[src/rtl/pc_sequencer.sv]
// Program counter with integrated source mux and hardware return-address stack.
// Drives the fetch address; PC_LD/PC_INC steer the PC, PUSH/POP steer the stack.
module pc_sequencer #(
    parameter int                ADDR_W      = 10,
    parameter int                STACK_DEPTH = 8,
    parameter logic [ADDR_W-1:0] INTR_VEC    = ADDR_W'(10'h3FF)
) (
    input  logic                             CLK,
    input  logic                             RST_N,
    input  logic [ADDR_W-1:0]                FROM_IMMED,
    input  logic [1:0]                       PC_MUX_SEL,
    input  logic                             PC_LD,
    input  logic                             PC_INC,
    input  logic                             PUSH,
    input  logic                             POP,
    input  logic                             ERR_CLR,
    output logic [ADDR_W-1:0]                PC_COUNT,
    output logic [ADDR_W-1:0]                STACK_TOP,
    output logic [$clog2(STACK_DEPTH):0]     STACK_CNT,
    output logic                             STACK_EMPTY,
    output logic                             STACK_FULL,
    output logic                             STACK_ERR
);

    localparam int PTR_W = $clog2(STACK_DEPTH);
    localparam int CNT_W = PTR_W + 1;

    logic [ADDR_W-1:0] pc_q, pc_d;
    logic [CNT_W-1:0]  cnt_q, cnt_d;
    logic              err_q, err_d;
    logic [ADDR_W-1:0] mem_q [STACK_DEPTH];

    logic [ADDR_W-1:0] pc_plus1;
    logic [PTR_W-1:0]  top_idx;
    logic              empty, full;
    logic [ADDR_W-1:0] stack_top;
    logic              stk_we;
    logic [PTR_W-1:0]  stk_waddr;

    assign pc_plus1  = pc_q + ADDR_W'(1);
    // Index wraps to all-ones when empty; the read is masked by `empty` below.
    assign top_idx   = PTR_W'(cnt_q - CNT_W'(1));
    assign empty     = (cnt_q == '0);
    assign full      = (cnt_q == CNT_W'(STACK_DEPTH));
    assign stack_top = empty ? '0 : mem_q[top_idx];

    // Next PC: load beats increment beats hold; reserved select holds the PC.
    always_comb begin
        pc_d = pc_q;
        if (PC_LD) begin
            case (PC_MUX_SEL)
                2'd0:    pc_d = FROM_IMMED;
                2'd1:    pc_d = stack_top;
                2'd2:    pc_d = INTR_VEC;
                default: pc_d = pc_q;
            endcase
        end else if (PC_INC) begin
            pc_d = pc_plus1;
        end
    end

    // Stack pointer, write port and sticky error; a new error overrides ERR_CLR.
    always_comb begin
        cnt_d     = cnt_q;
        err_d     = err_q;
        stk_we    = 1'b0;
        stk_waddr = cnt_q[PTR_W-1:0];
        if (ERR_CLR) err_d = 1'b0;
        if (PUSH && POP && !empty) begin
            // Replace the top entry in place: net depth unchanged.
            stk_we    = 1'b1;
            stk_waddr = top_idx;
        end else if (PUSH) begin
            if (full) begin
                err_d = 1'b1;
            end else begin
                stk_we = 1'b1;
                cnt_d  = cnt_q + CNT_W'(1);
            end
        end else if (POP) begin
            if (empty) err_d = 1'b1;
            else       cnt_d = cnt_q - CNT_W'(1);
        end
    end

    // Control state registers.
    always_ff @(posedge CLK or negedge RST_N) begin
        if (!RST_N) begin
            pc_q  <= '0;
            cnt_q <= '0;
            err_q <= 1'b0;
        end else begin
            pc_q  <= pc_d;
            cnt_q <= cnt_d;
            err_q <= err_d;
        end
    end

    // Return-address storage; never read past the count, so no reset needed.
    always_ff @(posedge CLK) begin
        if (stk_we) mem_q[stk_waddr] <= pc_plus1;
    end

    assign PC_COUNT    = pc_q;
    assign STACK_TOP   = stack_top;
    assign STACK_CNT   = cnt_q;
    assign STACK_EMPTY = empty;
    assign STACK_FULL  = full;
    assign STACK_ERR   = err_q;

endmodule

[config.mk]
export PLATFORM = sky130hd
export DESIGN_NAME = pc_sequencer
export DESIGN_NICKNAME = d
export VERILOG_FILES = /design/src/rtl/pc_sequencer.sv
export SDC_FILE = /design/constraint.sdc
export NUM_CORES = 1
export LEC_CHECK = 0
export ABC_AREA = 1
export BUFFER_PORTS_ARGS = -buffer_cell sky130_fd_sc_hd__buf_2
export CAP_MARGIN = 15
export CORE_UTILIZATION = 39
export DETAILED_ROUTE_END_ITERATION = 8
export PLACE_DENSITY = 0.6
export SETUP_SLACK_MARGIN = 0.5
export SLEW_MARGIN = 15
export SYNTH_ARGS = -nofsm -noshare
export SYNTH_HDL_FRONTEND = slang
export SYNTH_SLANG_ARGS = --single-unit
export TNS_END_PERCENT = 20
[constraint.sdc]
create_clock -name CLK -period 3.9 [get_ports CLK]
set_clock_uncertainty 0.1 [all_clocks]
set_input_delay 0.78 -clock CLK [delete_from_list [all_inputs] [get_ports CLK]]
set_output_delay 0.78 -clock CLK [all_outputs]
set_load 0.005 [all_outputs]
==> impl_metrics.json <==
{
  "outcome": "complete, no violations",
  "ys_seq_elements": 95,
  "seqCellArea_um2": 2780,
  "setup_slack_ns": 0.668,
  "cp.arrival_ns": 2.35,
  "drc": 0,
  "power.density_nw_per_um2": 842,
  "synth.most_common_cell": "nand2_1",
  "drive_gt1_share_pct": 15.6,
  "worstSkewPairLatency_ns": 0.34,
  "power.internal_mw": 2.68,
  "io_pins": 46,
  "dpl_worst_slack_ns": 0.646,
  "hold_viol": 0,
  "switching_share_pct": 41.3,
  "cts_tree": "done",
  "clockPowerShare_pct": 19.0,
  "hold_path.class": "input port to async pin",
  "crit_path_end": "STACK_TOP[5]",
  "row_count": 39,
  "yosysWarnings": 0,
  "vias_per_cell": 5.10,
  "r2r-start": "STACK_CNT[1]",
  "power_switching_mw": 1.89,
  "grt_pass1_vias": 3438,
  "die-area_um2": 12600,
  "die_x_um": 112,
  "grt_antenna_before_repair": 0,
  "ff2ff_setup_slack_ns": 1.11,
  "fill_cells": 1111,
  "ys_async_sr_fraction_pct": 15.8,
  "fin_tns_setup_ns": 0,
  "reg2reg_depth": 11,
  "yosysUniqueCellTypes": 33,
  "ant_nets": 0,
  "drt_pass1_iterations": 5,
  "timing.fmax_ghz": 0.309,
  "clock-root-buffer": "clkbuf_16",
  "dp.cells": 691,
  "slew_violations": 0,
  "synthTopCellsByArea": "edfxtp_1 (51%), nand2_1 (10%), dfrtp_1 (7.9%)",
  "p_leak_nw": 2.42,
  "totalPowerFinal_mw": 4.56,
  "insertedDiodeCount": 0,
  "power_frac_comb_pct": 47.1,
  "endpoint_kind": "output port",
  "grt_pass1_wl_mm": 18.1,
  "ctsHtreeMaxLevel": 3,
  "drt-total-wl_mm": 11.5,
  "fin_crit_sh_pct": 82.9,
  "drv_cap": 0,
  "initial_utilization_pct": 40.8,
  "regToRegEndpoint": "mem_q[5][6]",
  "ir_worst_vdd_v": 0.000431,
  "drtIter0Drc": 216,
  "synth_edf_count": 80,
  "clock-sinks": 95,
  "dr_total_vias": 3609,
  "multi_input_area_um2": 1570,
  "fp.dieH_um": 112,
  "clockBufferDepth": 2,
  "path_clk_slew_ns": 0.07,
  "worstMarginPinSlew_ns": 0.790,
  "io_buffers": 45,
  "dp_hpwl_mm": 8.08,
  "seq_area_frac_synth_pct": 58.7,
  "postSynthAreaPerCell_um2": 9.21,
  "required_ns": 3.02,
  "routabilityCongestion": 0.850,
  "synthesis.nets": 539,
  "synthFlopType": "edfxtp_1",
  "globalRoute.totalOverflow": 0,
  "fin_crit_ns": 3.23,
  "syn2layout_area_growth_pct": 14.5,
  "coreArea_um2": 11600,
  "synth_area_leader_cell": "edfxtp_1",
  "cp_max_fo": 19,
  "max_slew_margin_pct": 47.0,
  "rsz0062_at_grt": "false",
  "cp-start-kind": "register",
  "cp-startpoint": "STACK_CNT[1]",
  "fin_nets": 585,
  "setup_violations": 0,
  "synth_common_cells": "nand2_1 (128), edfxtp_1 (80), inv_1 (71), nor2_1 (57), nand3_1 (47)",
  "p_seq_share_pct": 33.9,
  "instances_no_fill": 708,
  "grt.total_usage_pct": 19.1,
  "wl_per_cell_um": 16.2,
  "syn_area_um2": 4730,
  "grt_max_degree": 45,
  "synth_top_area_share_pct": 50.7,
  "path_class": "register to output port",
  "cts_buffers": 9,
  "syn_inst": 514
}
-- cells in the final DEF, fill, tap and decap left out, drive strengths merged, types with 2 or more instances in the layout --
cell type / n
nand2: 130
edfxtp: 80
inv: 76
nor2: 59
buf: 57
nand3: 48
o21ai: 21
dfrtp: 15
and3: 10
nand4: 10
a21oi: 10
clkbuf: 10
nor3: 9
xor2: 7
ha: 6
o211ai: 3
clkinv: 3
clkinvlp: 2
and2: 2
nor4: 2
xnor2: 2
-- logic make-up (layout without fill, tap and decap cells) --
group | after synthesis | in the layout | synth area share [%]
simple gates | 271 | 271 | 25.4
flops | 95 | 95 | 58.7
buf+inv | 98 | 149 | 8.46
fa+ha+maj | 6 | 6 | 1.59
compound gates | 35 | 35 | 4.07
xor+xnor | 9 | 9 | 1.82
-- metrics by stage --
stage          cell area, um2  hold slack [ns]  util, %
2_1_floorplan            4730            0.384        -
3_3_place_gp             5110            0.420     44.0
3_5_place_dp             5110            0.436     44.0
4_1_cts                  5410            0.276     46.6
5_1_grt                  5420            0.293     46.7
6_report                 5420            0.261     46.7
-- metal layers --
metal  vias to the layer above  share of wire [%]  GRT usage [%]
met4                         0                1.5           7.20
met2                        96                 50           33.0
met3                        13                4.6           2.48
li1                       1762                  -              -
met5                         -                  0              0
met1                      1738                 44           24.7
-- layout make-up --
class | instances | area share (%)
clock buffers | 10 | 4.22
well taps | 143 | 3.30
repair buffers | 57 | 5.82
inverters | 76 | 5.33
flip-flops and latches | 95 | 51.2
multi-input cells | 321 | 29.0
clock inverters | 6 | 1.11
-- worst min-delay path by stage --
stage	start	to	slack, ns	cells past startpoint
finish	RST_N	PC_COUNT[1]	0.26	1
global placement	STACK_ERR	STACK_ERR	0.42	2
detailed placement	STACK_ERR	STACK_ERR	0.44	2
floorplan	RST_N	PC_COUNT[0]	0.38	0
CTS	RST_N	PC_COUNT[4]	0.28	1
global route	RST_N	PC_COUNT[4]	0.29	1
-- repair_timing --
action | in CTS | in global routing
buffers inserted | 0 | 1
gates resized for setup | 1 | 2
setup endpoints to repair | 10 | 10
hold endpoints to repair | 0 | 0
cloned | 0 | 0
hold buffers | 0 | 0
-- sequential cells by signal (all words and copies together) (netlist names) --
signal / cells
STACK_ERR: 1
PC_COUNT: 10
mem_q: 80
STACK_CNT: 4
-- power groups by stage --
stage                     registers [mW]  clock network [mW]  logic (mW)
final                               1.55               0.867        2.15
after detailed placement            1.57                   0        2.11
after global placement              1.56                   0        2.09
after CTS                           1.55               0.871        2.13
after global routing                1.57               0.909        2.38
after floorplan                     1.55                   0        1.39
-- worst max-delay path: stages (launching register included) --
cell and delay [ns]:
dfrtp_1 0.42, inv_1 0.12, ha_2 0.39, inv_2 0.36, nor2_1 0.08, o21ai_0 0.09, nand3_1 0.18, and3_1 0.24
buf_2 0.12
(Power assumes the default switching activity.)
